===== config.mk =====
export PLATFORM = sky130hd
export DESIGN_NAME = serial_subtractor_ctrl
export DESIGN_NICKNAME = d
export VERILOG_FILES = /design/src/rtl/serial_subtractor_ctrl_pkg.sv /design/src/rtl/full_subtractor_bit.sv /design/src/rtl/serial_subtractor_ctrl.sv
export SDC_FILE = /design/constraint.sdc
export NUM_CORES = 1
export LEC_CHECK = 0
export CORE_MARGIN = 1.5
export CORE_UTILIZATION = 46
export CTS_CLUSTER_DIAMETER = 60
export DETAILED_ROUTE_END_ITERATION = 12
export HOLD_SLACK_MARGIN = 0.03
export PLACE_DENSITY = 0.71
export SLEW_MARGIN = 10
export SYNTH_ARGS = -nofsm -noshare
export SYNTH_HDL_FRONTEND = slang
export SYNTH_SLANG_ARGS = --single-unit
export TNS_END_PERCENT = 100

===== constraint.sdc =====
create_clock -name clk -period 1.4 [get_ports clk]
set_clock_uncertainty 0.2 [all_clocks]
set_input_delay 0.14 -clock clk [delete_from_list [all_inputs] [get_ports clk]]
set_output_delay 0.14 -clock clk [all_outputs]
set_load 0.005 [all_outputs]

===== src/rtl/serial_subtractor_ctrl_pkg.sv =====
// Shared definitions for the bit-serial subtractor: FSM encodings, the
// half-subtractor primitive and the counter sizing helper.
package serial_subtractor_ctrl_pkg;

    typedef enum logic [1:0] {
        IDLE  = 2'd0,
        SHIFT = 2'd1,
        DONE  = 2'd2
    } sub_state_e;

    typedef struct packed {
        logic diff;
        logic bout;
    } hsub_t;

    function automatic hsub_t half_sub(input logic x, input logic y);
        hsub_t r;
        r.diff = x ^ y;
        r.bout = ~x & y;
        return r;
    endfunction

    // Counter must reach WIDTH-1; never narrower than one bit.
    function automatic int cnt_width(input int w);
        return (w < 2) ? 1 : $clog2(w + 1);
    endfunction

endpackage


===== src/rtl/full_subtractor_bit.sv =====
// One-bit full subtractor: two cascaded half subtractors whose borrows are ORed.
module full_subtractor_bit
    import serial_subtractor_ctrl_pkg::*;
(
    input  logic a,
    input  logic b,
    input  logic bin,
    output logic diff,
    output logic bout
);

    hsub_t hs_ab;
    hsub_t hs_bin;

    always_comb begin
        hs_ab  = half_sub(a, b);
        hs_bin = half_sub(hs_ab.diff, bin);
    end

    assign diff = hs_bin.diff;
    assign bout = hs_ab.bout | hs_bin.bout;

endmodule


===== src/rtl/serial_subtractor_ctrl.sv =====
// Bit-serial a-b controller: feeds one full_subtractor_bit LSB first and
// keeps the borrow in a register between cycles; start/busy/done handshake.
module serial_subtractor_ctrl
    import serial_subtractor_ctrl_pkg::*;
#(
    parameter int WIDTH = 8
) (
    input  logic             clk,
    input  logic             rst_n,
    input  logic             start,
    input  logic [WIDTH-1:0] a,
    input  logic [WIDTH-1:0] b,
    output logic             busy,
    output logic             done,
    output logic [WIDTH-1:0] diff,
    output logic             bout
);

    localparam int CNT_W = cnt_width(WIDTH);
    localparam logic [CNT_W-1:0] LAST_CNT = CNT_W'(WIDTH - 1);

    sub_state_e       state_q, state_d;
    logic [WIDTH-1:0] a_sr_q, a_sr_d;
    logic [WIDTH-1:0] b_sr_q, b_sr_d;
    logic [WIDTH-1:0] res_sr_q, res_sr_d;
    logic [WIDTH-1:0] diff_q, diff_d;
    logic [CNT_W-1:0] cnt_q, cnt_d;
    logic             borrow_q, borrow_d;
    logic             bout_q, bout_d;
    logic             busy_q, busy_d;
    logic             done_q, done_d;

    logic             bit_diff;
    logic             bit_bout;
    logic [WIDTH-1:0] res_next;

    full_subtractor_bit u_bit (
        .a    (a_sr_q[0]),
        .b    (b_sr_q[0]),
        .bin  (borrow_q),
        .diff (bit_diff),
        .bout (bit_bout)
    );

    // New difference bit enters at the MSB so the LSB lands at bit 0 after WIDTH shifts.
    generate
        if (WIDTH == 1) begin : g_res_w1
            assign res_next = bit_diff;
        end else begin : g_res_wn
            assign res_next = {bit_diff, res_sr_q[WIDTH-1:1]};
        end
    endgenerate

    always_comb begin
        state_d  = state_q;
        a_sr_d   = a_sr_q;
        b_sr_d   = b_sr_q;
        res_sr_d = res_sr_q;
        diff_d   = diff_q;
        cnt_d    = cnt_q;
        borrow_d = borrow_q;
        bout_d   = bout_q;
        busy_d   = 1'b0;
        done_d   = 1'b0;

        case (state_q)
            IDLE, DONE: begin
                if (start) begin
                    a_sr_d   = a;
                    b_sr_d   = b;
                    res_sr_d = '0;
                    cnt_d    = '0;
                    borrow_d = 1'b0;
                    busy_d   = 1'b1;
                    state_d  = SHIFT;
                end else begin
                    state_d  = IDLE;
                end
            end
            SHIFT: begin
                a_sr_d   = a_sr_q >> 1;
                b_sr_d   = b_sr_q >> 1;
                res_sr_d = res_next;
                borrow_d = bit_bout;
                cnt_d    = cnt_q + CNT_W'(1);
                busy_d   = 1'b1;
                if (cnt_q == LAST_CNT) begin
                    diff_d  = res_next;
                    bout_d  = bit_bout;
                    busy_d  = 1'b0;
                    done_d  = 1'b1;
                    state_d = DONE;
                end
            end
            default: state_d = IDLE;
        endcase
    end

    always_ff @(posedge clk) begin
        if (!rst_n) begin
            state_q  <= IDLE;
            a_sr_q   <= '0;
            b_sr_q   <= '0;
            res_sr_q <= '0;
            diff_q   <= '0;
            cnt_q    <= '0;
            borrow_q <= 1'b0;
            bout_q   <= 1'b0;
            busy_q   <= 1'b0;
            done_q   <= 1'b0;
        end else begin
            state_q  <= state_d;
            a_sr_q   <= a_sr_d;
            b_sr_q   <= b_sr_d;
            res_sr_q <= res_sr_d;
            diff_q   <= diff_d;
            cnt_q    <= cnt_d;
            borrow_q <= borrow_d;
            bout_q   <= bout_d;
            busy_q   <= busy_d;
            done_q   <= done_d;
        end
    end

    assign busy = busy_q;
    assign done = done_q;
    assign diff = diff_q;
    assign bout = bout_q;

endmodule


== Yosys cells after proc, flatten, opt, wreduce, memory -nomap -nowiden ==
Index checks and enable logic that the tools add are counted.
Word-level totals
  logic and storage cells: 46
  input bits: 19
  output and inout port bits: 11
  flip-flop bits (word level): 42
Operators by class
  mux-type cells: 17
  reductions and logical operators: 6
  bitwise logic cells: 7
  equality and inequality tests: 5
  add/subtract/negate cells: 1
Operators by type and width (number)
  one-hot mux 8 bit (2 select lines): 3
  two-way mux 8 bit: 3
  one-hot mux 4 bit (2 select lines): 1
  AND reduction 2 bit: 3
  two-way mux 1 bit: 5
  adder 4 x 1 -> 4 bit (second input constant): 1
  == test 4 x 3 -> 1 bit (second input constant): 1
  two-way mux 4 bit: 1
  inequality test 2 bit (second input constant): 2
  one-hot mux 1 bit (2 select lines): 2
  one-hot mux 2 bit (2 select lines): 1
  AND 1 bit: 2
  == test 2 x 1 -> 1 bit (second input constant): 1
  == test 2 bit (second input constant): 1
  logical NOT 2 bit: 1
  two-way mux 2 bit: 1
  NOT 1 bit: 2
  nonzero test 2 bit: 1
  OR reduction 2 bit: 1
  XOR 1 bit: 2
  OR 1 bit: 1

== Depth between registers and ports, before layout ==
  depth in word-level cells: 5
  gate-level depth with buffers: 5
  depth with buffers taken out: 4

== Modules after synthesis ==
Synthesis repeated with hierarchy kept, for this count alone.
Unflattened totals
  cell total of the unflattened synthesis: 186
  area total of the unflattened synthesis: 1691.6 µm²
By module, submodules not included
  serial_subtractor_ctrl: instances 1, sequential area each 820.8 µm², cells each 182, area each 1660.3 µm²
  full_subtractor_bit: instances 1, sequential area each 0.0 µm², cells each 4, area each 31.3 µm²

== Worst setup path before layout ==
OpenSTA, ideal clock, no wires.
  path type: reg-to-reg
  from: register state_q[1]
  to: register bout_q (netlist: bout)
  setup slack: 0.012 ns
  data required time: 1.128 ns
  path buffers: 2
  arrival time: 1.116 ns
  stages on the path, launching flop included: 6
  path through: dfxtp_1 > and2b_1 > buf_6 > and4_4 > buf_6 > mux2i_1
On the way
  cells in the longest elaborated chain, start to end: 2
RTL lines
  start, declared: RTL line serial_subtractor_ctrl.sv:22  | sub_state_e state_q, state_d;
  start signal, assigned: RTL line serial_subtractor_ctrl.sv:112  | state_q <= state_d;
  == test 2 x 1 -> 1 bit: RTL line serial_subtractor_ctrl.sv:66  | case (state_q)
  AND reduction 2 bit (no line)
  end signal, assigned: RTL line serial_subtractor_ctrl.sv:119  | bout_q <= bout_d;
  end, declared: RTL line serial_subtractor_ctrl.sv:29  | logic bout_q, bout_d;
No other way between the ends.
A chain may end at the register's enable or synchronous reset.

== Worst setup path in the final report ==
  from: register state_q[1]
  to: register diff_q[0] (netlist: diff[0])
On the way
  cells in the longest elaborated chain, start to end: 2
RTL lines
  == test 2 x 1 -> 1 bit: RTL line serial_subtractor_ctrl.sv:66
  AND reduction 2 bit (no line)
  end signal, assigned: RTL line serial_subtractor_ctrl.sv:116  | diff_q <= diff_d;
  end, declared: RTL line serial_subtractor_ctrl.sv:26  | logic [WIDTH-1:0] diff_q, diff_d;
No other way between the ends.

==> run summary <==
The flow ran to the end, but the final reports show violations. The final reports fail on negative setup slack. Internal power comes to 1.56 mW. The global placement routability congestion is 0.748.

The fraction of registers with async set or reset after synthesis was 0%; the synthesized flop and latch total was 41. The arrival time at the worst endpoint is 1.46 ns, and the post-route core utilization is 63.7%. The switching power as a share of total power was 24.8%. The run gives 207 as the net count of the mapped netlist. The critical path buffer and inverter count is 0, and the distinct cell type count after synthesis is 24. Summing all placed instances gives a cell area of 0.00202 mm². For this run, the number of Yosys warnings is 0.

The total congestion overflow after global routing was 0; the clock latency on the worst-skew pair was 0.33 ns. In this run the power spent charging and discharging nets is 0.516 mW. The share of the clock period used by the worst path is 100%. The initial core utilization is 48.8%. The final net count is 246. The tree built by TritonCTS fans out to 41 sinks.

Grouping stages by cell kind, the critical path spends the most delay in simple AND/OR/NAND/NOR gates. The largest single stage delay on the critical path is 0.34 ns. Power spread over the standard cell area amounts to 954 mW/mm². In the synthesized netlist the dominant register cell turns out to be sky130_fd_sc_hd__dfxtp_1. The synthesized area per cell is 8.95 µm². The number of antenna diodes in the final layout is 0. The number of ports placed on the die boundary came out at 30.

The analysis attributes to cell leakage a power of 0.821 nW. The worst register-to-register path ends at diff[0]$_SDFFE_PN0P_. Across every metal layer, demand over resource in global routing totals 19.4%. For the pin with the worst max-slew slack, the measured transition is 0.235 ns. The run gives 0 as the number of max-slew violations in the final report. The routed via count is 1,454.

For the reg-to-reg setup timing slack, the log shows -0.003 ns. The tools report the post-synthesis instance total as 186. The tools report the relative contribution of sequential cells to total power as 59.5%.

The worst setup path is captured at a flip-flop. The achievable clock frequency was 713 MHz. For the worst setup slack after layout, the log shows -0.00255 ns.

Measured in cells, the most critical reg-to-reg path has a length of 3. Detailed-router iteration count before antenna repair: 4. TritonCTS built the clock tree. The clock group share of total power came out at 26.2%. The tools report the sink of the worst hold path as b_sr_q[7]$_SDFFE_PN0P_. The logs give 3610 µm for the total wire length after detailed routing and 0 for the number of remaining DRC errors.

The first routing iteration left 79 violations. Entering global routing, the biggest net connects 28 pins. The via count of the first global-routing pass was 1,413; the number of buffers added by the clock tree synthesis step was 5. Hold is met by 0.150 ns. The tools report the half-perimeter wire length of the detailed placement result as 2470 µm. Max-cap violations in this run came to 0. In this run the worst path has a maximum fanout of 6.

The startpoint identified for the worst hold timing path is b[7]. The total die area is 0.00399 mm². At the worst endpoint, the required time is 1.46 ns. The combined area of all synthesized cells came out at 0.00167 mm².

The worst min-delay path category is primary input to flip-flop. The initialized floorplan defines 21 standard-cell rows. Buffers placed on the I/O ports in this run total 29. The worst hold path was traced through 3 stages. The slowest stage of the critical path is the sky130_fd_sc_hd__dfxtp_2 cell. STA classifies the critical path startpoint as a flip-flop.

Of the cells placed in the final design, the portion with a size suffix greater than 1 is 22.1%. IR analysis of the VDD net gives a maximum drop of 0.550 mV. CTS placed an instance of sky130_fd_sc_hd__clkbuf_4 at the clock tree root. The logs give 0 for the number of antenna violations at the first check in global routing and 6150 µm for the wire length of the first global-routing pass. The worst path needs 1.40 ns of the cycle, external delays included.

With fillers left out, the area of the finished cells amounts to 0.00218 mm². Clock tree buffer depth: 2. The die width was 63.2 µm; the final count of hold timing violations was 0.

In this run the worst setup path begins at state_q[1]$_SDFFE_PN0P_. The core region is 0.00342 mm². The worst register-to-register path begins at state_q[1]$_SDFFE_PN0P_.

After detailed routing, the number of vias per cell comes to 5.35. For the worst slew slack as a fraction of its limit, the log shows 84.3%. Walking the worst path, the cells encountered are and2b_2 > and4_4 > mux2i_1. The vertical die dimension was 63.2 µm; the number of enable flip-flop cells after synthesis was 0. The share of total power dissipated in combinational logic is 14.3%.

The setup path with the least slack is of type flip-flop to flip-flop. The final routed wire length divided by cell count works out to 13.3 µm. The remaining antenna violation count after routing is 0. Setup repair after global routing could not meet its margin everywhere. The tools report the deepest level of the CTS H-tree as 2. The relative area change from synthesis to final layout is 30.7%.

Clock-pin slew on the worst setup and hold paths: 0.11 ns. The number of setup violations in the final report was 1. Portion of the post-synthesis area used by sequential elements: 49.3%.
[synth_stat cells (all sizes together) (2+ instances only)]
cell     n  area (µm²)
a21oi   27         135
a22oi   14         105
and2     2        12.5
buf     13        82.6
clkbuf   4        15.0
dfxtp   41         821
inv      3        11.3
mux2i   10         100
nand2   28         105
nand2b   5        31.3
nand3   27         135
o21a     2        15.0
[power by group through the flow]
stage | registers [mW] | clock network [mW] | logic (mW)
floorplan | 1.25 | 0 | 0.172
global placement | 1.26 | 0 | 0.272
detailed placement | 1.26 | 0 | 0.280
CTS | 1.23 | 0.560 | 0.283
global route | 1.24 | 0.623 | 0.327
finish | 1.24 | 0.543 | 0.297
[cell families (layout without fill, tap and decap cells)]
family	after synthesis	count (layout)	synth area share, %
AOI/OAI and AO/OA	45	45	16.2
adders and majority gates	2	2	1.95
buffers and inverters	21	60	6.76
DFF	41	41	49.3
muxes	11	11	6.91
and+or+nand+nor	66	67	18.9
[layer usage]
layer / share of wire, % / global-route usage [%] / up-vias
met5: 0 / 0 / -
met4: 1.1 / 5.71 / 0
met3: 4.1 / 3.75 / 4
met2: 52 / 36.6 / 35
met1: 43 / 21.9 / 686
li1: - / - / 729
[state kept, by name (all words and copies together) (netlist names)]
name	cells
a_sr_q	8
b_sr_q	8
borrow_q	1
bout	1
busy	1
cnt_q	4
diff	8
done	1
res_sr_q	7
state_q	2
[placed cells by master (no fill, tap or decap), types with 2 or more instances in the layout]
cell type	synthesis	routed
sky130_fd_sc_hd__buf_4	0	16
sky130_fd_sc_hd__inv_2	0	2
sky130_fd_sc_hd__nand2b_1	5	4
sky130_fd_sc_hd__clkbuf_4	0	5
sky130_fd_sc_hd__dfxtp_2	0	15
sky130_fd_sc_hd__o21a_1	2	2
sky130_fd_sc_hd__and4_4	1	2
sky130_fd_sc_hd__clkdlybuf4s50_1	0	18
sky130_fd_sc_hd__nand2_1	28	28
sky130_fd_sc_hd__a21oi_1	27	26
sky130_fd_sc_hd__nand3_1	27	27
sky130_fd_sc_hd__buf_6	3	2
sky130_fd_sc_hd__clkbuf_1	4	3
sky130_fd_sc_hd__and2_1	2	2
sky130_fd_sc_hd__a22oi_1	14	14
sky130_fd_sc_hd__dfxtp_1	41	26
sky130_fd_sc_hd__mux2i_1	10	10
sky130_fd_sc_hd__dlygate4sd2_1	0	11
[worst max-delay path by stage]
stage | to | slack, ns | cells after the start
global placement | b_sr_q[0]$_SDFFE_PN0P_ | -0.13 | 5
finish | diff[0]$_SDFFE_PN0P_ | -0.003 | 3
detailed placement | b_sr_q[4]$_SDFFE_PN0P_ | -0.18 | 5
CTS | diff[7]$_SDFFE_PN0P_ | -0.002 | 4
floorplan | bout$_SDFFE_PN0P_ | 0.01 | 5
global route | diff[7]$_SDFFE_PN0P_ | -0.07 | 4
[worst reg2reg max path, delay by kind of cell, from the launching register on]
family	cells	cell delay, ns
multiplexers	1	0.22
AND/OR/NAND/NOR	2	0.57
flip-flops	1	0.34
[metrics by stage]
| stage | instances | power, mW | setup WS (ns) | setup TNS [ns] |
|---|---|---|---|---|
| 2_1_floorplan | 186 | 1.43 | 0.0124 | 0 |
| 5_1_grt | 272 | 2.19 | -0.0747 | -0.354 |
| 4_1_cts | 271 | 2.08 | -0.00171 | -0.00171 |
| 3_5_place_dp | 256 | 1.54 | -0.176 | -2.96 |
| 6_report | 272 | 2.08 | -0.00255 | -0.00255 |
| 3_3_place_gp | 256 | 1.53 | -0.126 | -1.94 |
[final cells by class]
cell class | count | area (µm²)
inverters | 4 | 15.0
clock buffers | 8 | 48.8
multi-input cells | 125 | 777
repair buffers | 48 | 439
fillers | 315 | 1240
well taps | 46 | 57.6
flip-flops and latches | 41 | 840
[repair_timing]
| item | CTS | global route |
|---|---|---|
| hold buffers | 0 | 0 |
| setup endpoints to repair | 21 | 17 |
| pin swaps | 3 | 3 |
| gates cloned | 1 | 0 |
| buffers inserted | 6 | 1 |
| gates resized for setup | 26 | 12 |
No activity file was read; power rests on OpenSTA's default activity.
